**src/rtl/fifo_v4.sv**
```systemverilog
// fifo_v4 -- parametrised synchronous FIFO, valid/ready on both sides.
//
// Optional feature macro: FIFO_V4_WATERMARK_EN
//   defined   : max_usage_o reports the highest usage seen since rst_i
//   undefined : max_usage_o is tied to '0, no register is built
//
// Ports:
//   clk_i          clock
//   rst_i          synchronous active-high reset
//   flush_i        synchronous flush (empties FIFO, keeps watermark)
//   in_data_i      write data
//   in_valid_i     write request
//   in_ready_o     FIFO can accept (not full)
//   out_data_o     head element (in_data_i when FALL_THROUGH and empty)
//   out_valid_o    head valid
//   out_ready_i    consumer accepts
//   usage_o        entries stored, 0..DEPTH
//   full_o         usage == DEPTH
//   empty_o        usage == 0
//   almost_full_o  usage >= ALMOST_FULL_TH
//   almost_empty_o usage <= ALMOST_EMPTY_TH
//   max_usage_o    high-watermark of usage
module fifo_v4 #(
  parameter logic        FALL_THROUGH    = 1'b0,
  parameter int unsigned DATA_WIDTH      = 32,
  parameter int unsigned DEPTH           = 8,
  parameter type         dtype           = logic [DATA_WIDTH-1:0],
  parameter int unsigned ALMOST_FULL_TH  = DEPTH - 1,
  parameter int unsigned ALMOST_EMPTY_TH = 1,
  parameter int unsigned CNT_W           = $clog2(DEPTH + 1)
) (
  input  logic             clk_i,
  input  logic             rst_i,
  input  logic             flush_i,
  input  dtype             in_data_i,
  input  logic             in_valid_i,
  output logic             in_ready_o,
  output dtype             out_data_o,
  output logic             out_valid_o,
  input  logic             out_ready_i,
  output logic [CNT_W-1:0] usage_o,
  output logic             full_o,
  output logic             empty_o,
  output logic             almost_full_o,
  output logic             almost_empty_o,
  output logic [CNT_W-1:0] max_usage_o
);

  localparam int unsigned PTR_W = (DEPTH > 1) ? $clog2(DEPTH) : 1;

  localparam logic [CNT_W-1:0] DEPTH_C = CNT_W'(DEPTH);
  localparam logic [CNT_W-1:0] AF_C    = CNT_W'(ALMOST_FULL_TH);
  localparam logic [CNT_W-1:0] AE_C    = CNT_W'(ALMOST_EMPTY_TH);
  localparam logic [PTR_W-1:0] PTR_LAST = PTR_W'(DEPTH - 1);

  if (DEPTH == 0) begin : g_bad_depth
    $fatal(1, "fifo_v4: DEPTH must be >= 1");
  end

`ifndef SYNTHESIS
  if (ALMOST_FULL_TH < 1 || ALMOST_FULL_TH > DEPTH) begin : g_bad_af
    $error("fifo_v4: ALMOST_FULL_TH outside 1..DEPTH");
  end
  if (ALMOST_EMPTY_TH >= DEPTH) begin : g_bad_ae
    $error("fifo_v4: ALMOST_EMPTY_TH outside 0..DEPTH-1");
  end
`endif

  dtype             mem [DEPTH];
  logic [PTR_W-1:0] rd_ptr_q;
  logic [PTR_W-1:0] wr_ptr_q;
  logic [CNT_W-1:0] count_q;
  logic [CNT_W-1:0] count_d;
  logic             push;
  logic             pop;
  logic             bypass;
  logic             wr_adv;
  logic             rd_adv;

  function automatic logic [PTR_W-1:0] ptr_next(input logic [PTR_W-1:0] p);
    return (p == PTR_LAST) ? '0 : p + PTR_W'(1);
  endfunction

  // Flags decode only the registered count, so in_ready_o never depends
  // combinationally on out_ready_i.
  always_comb begin
    full_o         = (count_q == DEPTH_C);
    empty_o        = (count_q == '0);
    almost_full_o  = (count_q >= AF_C);
    almost_empty_o = (count_q <= AE_C);
    usage_o        = count_q;
    in_ready_o     = ~full_o;
  end

  always_comb begin
    out_valid_o = ~empty_o | (FALL_THROUGH & in_valid_i);
    out_data_o  = mem[rd_ptr_q];
    if (FALL_THROUGH && empty_o) begin
      out_data_o = in_data_i;
    end
  end

  // When empty in fall-through mode, a pop implies a push of the same
  // element: it passes straight through and the storage is left untouched.
  always_comb begin
    push    = in_valid_i & in_ready_o;
    pop     = out_valid_o & out_ready_i;
    bypass  = FALL_THROUGH & empty_o & push & pop;
    wr_adv  = push & ~bypass;
    rd_adv  = pop & ~bypass;
    count_d = count_q;
    if (wr_adv && !rd_adv) begin
      count_d = count_q + CNT_W'(1);
    end else if (rd_adv && !wr_adv) begin
      count_d = count_q - CNT_W'(1);
    end
  end

  always_ff @(posedge clk_i) begin
    if (rst_i || flush_i) begin
      rd_ptr_q <= '0;
      wr_ptr_q <= '0;
      count_q  <= '0;
    end else begin
      if (wr_adv) begin
        wr_ptr_q <= ptr_next(wr_ptr_q);
      end
      if (rd_adv) begin
        rd_ptr_q <= ptr_next(rd_ptr_q);
      end
      count_q <= count_d;
    end
  end

  // Storage has no reset; write enable is the only qualifier.
  always_ff @(posedge clk_i) begin
    if (wr_adv && !flush_i && !rst_i) begin
      mem[wr_ptr_q] <= in_data_i;
    end
  end

`ifdef FIFO_V4_WATERMARK_EN
  logic [CNT_W-1:0] max_q;

  always_ff @(posedge clk_i) begin
    if (rst_i) begin
      max_q <= '0;
    end else if (!flush_i && count_d > max_q) begin
      max_q <= count_d;
    end
  end

  assign max_usage_o = max_q;
`else
  assign max_usage_o = '0;
`endif

`ifndef SYNTHESIS
  logic [PTR_W:0] ptr_diff;

  always_comb begin
    if (wr_ptr_q >= rd_ptr_q) begin
      ptr_diff = {1'b0, wr_ptr_q} - {1'b0, rd_ptr_q};
    end else begin
      ptr_diff = {1'b0, wr_ptr_q} + (PTR_W + 1)'(DEPTH) - {1'b0, rd_ptr_q};
    end
  end

  a_usage_bound : assert property (@(posedge clk_i) disable iff (rst_i)
    count_q <= DEPTH_C);

  // Equal pointers mean either empty or full; the count decides which.
  a_count_ptrs : assert property (@(posedge clk_i) disable iff (rst_i)
    (CNT_W'(ptr_diff) == count_q) || (ptr_diff == '0 && count_q == DEPTH_C));
`endif

endmodule
```
**config.mk**
```make
export PLATFORM = sky130hd
export DESIGN_NAME = fifo_v4
export DESIGN_NICKNAME = d
export VERILOG_FILES = /design/src/rtl/fifo_v4.sv
export SDC_FILE = /design/constraint.sdc
export NUM_CORES = 1
export LEC_CHECK = 0
export CORE_UTILIZATION = 40
export CTS_BUF_LIST = sky130_fd_sc_hd__clkbuf_4 sky130_fd_sc_hd__clkbuf_8 sky130_fd_sc_hd__clkbuf_16
export DETAILED_ROUTE_END_ITERATION = 12
export GPL_TIMING_DRIVEN = 1
export SYNTH_ARGS = -nofsm -noshare
export SYNTH_HDL_FRONTEND = slang
export SYNTH_SLANG_ARGS = --single-unit
```
**constraint.sdc**
```tcl
create_clock -name clk_i -period 6.33 [get_ports clk_i]
set_input_delay 1.899 -clock clk_i [delete_from_list [all_inputs] [get_ports clk_i]]
set_output_delay 1.899 -clock clk_i [all_outputs]
set_load 0.01 [all_outputs]
```
== Yosys cells after proc, flatten, opt, wreduce, memory -nomap -nowiden ==
Memories as Yosys holds them, arrays and structs flattened. A register that Yosys moved wholly into a read port is not among the register bits.
Cells that the tools add are included.
Cells by class
  equal/unequal tests: 3
  bitwise gates (word level): 4
  multiplexer cells: 8
  $add $sub $neg: 4
  reduce and logical (&&, ||, !) cells: 11
  $lt $le $gt $ge: 2
Operators with widths (number)
  $mux W3: 4
  $mux W4: 2
  $add A3 B1 Y3 const B: 2
  $eq A3 B3 Y1 const B: 2
  $add A4 B1 Y4 const B: 1
  $eq A4 B4 Y1 const B: 1
  $ge A4 B3 Y1 const B: 1
  $le A4 B1 Y1 const B: 1
  $logic_and A1 B1 Y1: 4
  $logic_not A1 Y1: 4
  $logic_not A4 Y1: 1
  $sub A4 B1 Y4 const B: 1
  $and A1 B1 Y1: 2
  $mux W1: 2
  $not A1 Y1: 2
  $reduce_bool A2 Y1: 1
  $logic_or A1 B1 Y1: 1
Word-level totals
  output and inout port bits: 46
  memories: 1
  logic and storage cells: 36
  RAM bits: 256
  input port bits: 37
  flip-flop bits (word level): 10
Memories
  mem: words 8, bits a word 32, read ports 1, clocked after Yosys merged registers in 1, wr ports 1, RTL line 69  | dtype mem [DEPTH];

== Longest topological paths before layout ==
  depth in word-level cells: 7
  depth in mapped cells: 9
  mapped depth without buffers: 9

== Worst setup path before layout ==
Ideal clock, no wire load.
  kind: input -> register
  start: input flush_i
  end: memory mem[1][0] in the netlist's numbering, enable pin
  setup slack: 1456 ps
  stages: 3
  library setup time: 461 ps
  path buffers: 0
  arrival: 4413 ps
  cells stage by stage: nor2_1 -> nand4_1 -> nor3_1
On the way
  longest elaborated chain between the ends: 5
RTL lines
  from (decl): RTL line 34  | input logic flush_i,
  $logic_not A1 Y1: RTL line 137  | if (wr_adv && !flush_i && !rst_i) begin
  $logic_and A1 B1 Y1 (2 in a row): RTL line 137
  $mux W1: RTL line 137
  $mux W1 (implied by the code): RTL line 138  | mem[wr_ptr_q] <= in_data_i;
  to (decl): RTL line 69
Every way passes these cells.

==> Flow_metrics.wiki <==
{| class="wikitable"
! Metric !! Value
|-
| Outcome || complete, no violations
|-
| Vias per inst || around 5.3
|-
| Proportion of synthesized chip area in sequential cells || 0.757
|-
| Post-CTS setup-driven buffer insertion count || 0
|-
| Number of antenna violations at the first check in global routing || 0
|-
| Inserted Diodes || 0
|-
| Shortest period the worst path allows || ~5100 ps
|-
| CTS H-tree lvls || 1
|-
| Number of buffers added on ports || between 70 and 80
|-
| EDFF count, synth || about 260
|-
| Maximum clock skew at final layout || roughly 6.3 ps
|-
| Setup slack of the worst register-to-register path || 3260 ps
|-
| Placed wire-length estimate || about 11000 microns
|-
| Die Height || approximately 160 microns
|-
| Number of endpoints with negative hold slack in the final report || 0
|-
| Cell type with the highest aggregate area in the netlist || sky130_fd_sc_hd__edfxtp_1
|-
| Routability Congestion || between 0.7 and 0.8
|-
| Distinct cell type count of the synthesized netlist || 38
|-
| Synth top area cells || sky130_fd_sc_hd__edfxtp_1 73%, sky130_fd_sc_hd__mux4_2 9.0%, sky130_fd_sc_hd__mux4_1 5.5%
|-
| Vias post-DR || ~4800
|-
| Unrepaired setup endpoints after global routing || no
|-
| Post-synth top area share || 0.732
|-
| Clock buffer count from CTS || 28
|-
| Die span in x || 164 microns
|-
| Cell area after layout || between 10000 and 15000 sq um
|-
| Resized cells post-CTS || 0
|-
| Aggregate negative setup slack || 0 ps
|-
| Worst max-slew margin expressed relative to the limit || 0.209
|-
| Endpoint class of the critical path || output pin
|-
| Seq cells post-synth || around 270
|-
| Leak pwr || 3.98 nW
|-
| Cells after Synth || 460
|-
| Reg2reg start || usage_o[0]
|-
| Highest-count cells in the layout ignoring fill and taps || 256 x sky130_fd_sc_hd__edfxtp_1, 78 x sky130_fd_sc_hd__clkdlybuf4s50_1, 42 x sky130_fd_sc_hd__mux4_2
|-
| TritonCTS Sinks || about 270
|-
| Most common cell after layout, fill and taps aside || sky130_fd_sc_hd__edfxtp_1
|-
| Clock latency on the worst-skew pair || roughly 520 ps
|-
| Min-Delay Path Depth || 2
|-
| Share of cells above drive strength 1 || 0.256
|-
| Die outline area || ~27000 sq um
|-
| Crit path DAT || around 3200 ps
|-
| Antenna Nets Post-Route || 0
|-
| Clock tree root buffer cell || sky130_fd_sc_hd__clkbuf_16
|-
| Period utilisation layout || 0.803
|-
| Maximum fanout encountered on the critical timing path || 42
|-
| Number of cell rows || 58
|-
| Utilization after layout || 0.494
|-
| Core area || around 25000 sq um
|-
| I/O pin total || 83
|-
| Slew of the pin with the lowest slew margin || roughly 1200 ps
|-
| Pin count of the biggest net entering global routing || 53
|-
| Post-synthesis area per instance || between 20 and 25 sq um
|-
| Residual overflow from global routing || 0
|-
| Total global routing track utilization || 0.152
|-
| Worst hold slack across all endpoints || around 530 ps
|-
| Net total in the final layout || 603
|-
| Number of buffers inserted for hold repair after clock tree synthesis || 0
|-
| Power Dens Cells || a little over 300 nW/um^2
|-
| Remaining design rule violation count || 0
|-
| 1st-iter DRT viols || 350
|-
| Clock tree from TritonCTS || done
|-
| Total wire length after detailed routing || slightly below 20000 microns
|-
| Maximum ir drop on the vdd rail || about 0.17 mV
|-
| Number of buffers on the longest clock path || 3
|-
| Max cap viols || 0
|-
| Placed instance area || approximately 12000 sq um
|-
| Worst hold path type || flop to flop
|-
| Overall power consumption || ~3.8 mW
|-
| Fraction of registers with async set or reset after synthesis || 0
|-
| Syn Std Cell Area || roughly 10000 sq um
|-
| Vias in the first global route || around 5200
|-
| Crit path capture || out_data_o[12]
|-
| Yosys warning count || 0
|-
| Finish-stage setup viols || 0
|-
| Reg clk slew, reported paths || roughly 60 ps
|-
| Final Max Slew Viols || 0
|-
| First-pass GRT wire length || between 30000 and 40000 microns
|-
| Required arrival time at the worst endpoint || between 4000 and 5000 ps
|-
| Fmax achieved || 197 MHz
|-
| Reg2Reg Capture Point || mem[0][14]
|-
| Flip-flop cell with the highest count after synthesis || sky130_fd_sc_hd__edfxtp_1
|-
| Worst reg2reg path depth || 7
|-
| Crit Path Category || flop to output pin
|-
| Average wire per standard cell || 21.6 microns
|-
| Post-synthesis to final-layout area growth || 19.8%
|-
| Initial Utilization || 0.412
|-
| Type of origin of the critical path || flop
|-
| 1st-pass router iterations || 4
|}
metrics by stage:
stage                     setup WS [ps]  std cells
final                              1250        908
after detailed placement           1560        857
after global routing               1040        908
after floorplan                    1460        463
after global placement             1620        857
after CTS                          1140        908
sequential cells by signal, indices dropped and copies added, names as in the netlist, named ones only:
signal    cells
mem         256
usage_o       4
rd_ptr_q      3
wr_ptr_q      3
where the power goes:
part           total [mW]  internal (mW)  switching (mW)
registers            1.98           1.96          0.0192
logic               0.231          0.129           0.102
clock network        1.58          0.964           0.616
total                3.79           3.06           0.737
cell type report:
class                   count  area [sq um]
clock buffers              45           858
repair buffers             88           856
well taps                 330           413
fillers                  2038         12900
multi-input cells         164          2420
clock inverters             6          51.3
inverters                   6          22.5
flip-flops and latches    269          7950
routing by layer:
layer / track usage / share of wire / routed length (microns)
met5: 0 / 0 / 0
met4: 0.0337 / 0.014 / 283
met3: 0.0253 / 0.043 / 834
met2: 0.251 / 0.49 / 9530
met1: 0.211 / 0.46 / 8950
cells by family after synthesis:
family	share of synthesized area
AND/OR/NAND/NOR	0.0179
other	0.000357
multiplexers	0.184
XOR/XNOR	0.00167
AO/OA/AOI/OAI	0.00942
adder cells (fa/ha/maj)	0.0107
flip-flops	0.757
buffers and inverters	0.0185
cells in the mapped netlist, drive strengths merged, types with 3 or more instances:
library cell,instances
a21oi,8
buf,22
dfxtp,13
edfxtp,256
ha,9
inv,6
mux2,32
mux4,64
nand2,3
nand3,3
nor2,11
nor3,3
o21ai,8
or4,4
worst min-delay path by stage:
stage	start	endpoint
after floorplan	rd_ptr_q[1]	flop
after global placement	rd_ptr_q[2]	flop
after detailed placement	rd_ptr_q[2]	flop
after CTS	rd_ptr_q[2]	flop
after global routing	rd_ptr_q[2]	flop
final	rd_ptr_q[0]	flop
critical path, stage by stage, from the launching register on:
cell and delay [ps]:
sky130_fd_sc_hd__dfxtp_4 880, sky130_fd_sc_hd__buf_4 400, sky130_fd_sc_hd__mux4_1 580, sky130_fd_sc_hd__mux2_2 300, sky130_fd_sc_hd__clkdlybuf4s50_1 480
Power figures use the tool's default switching activity.
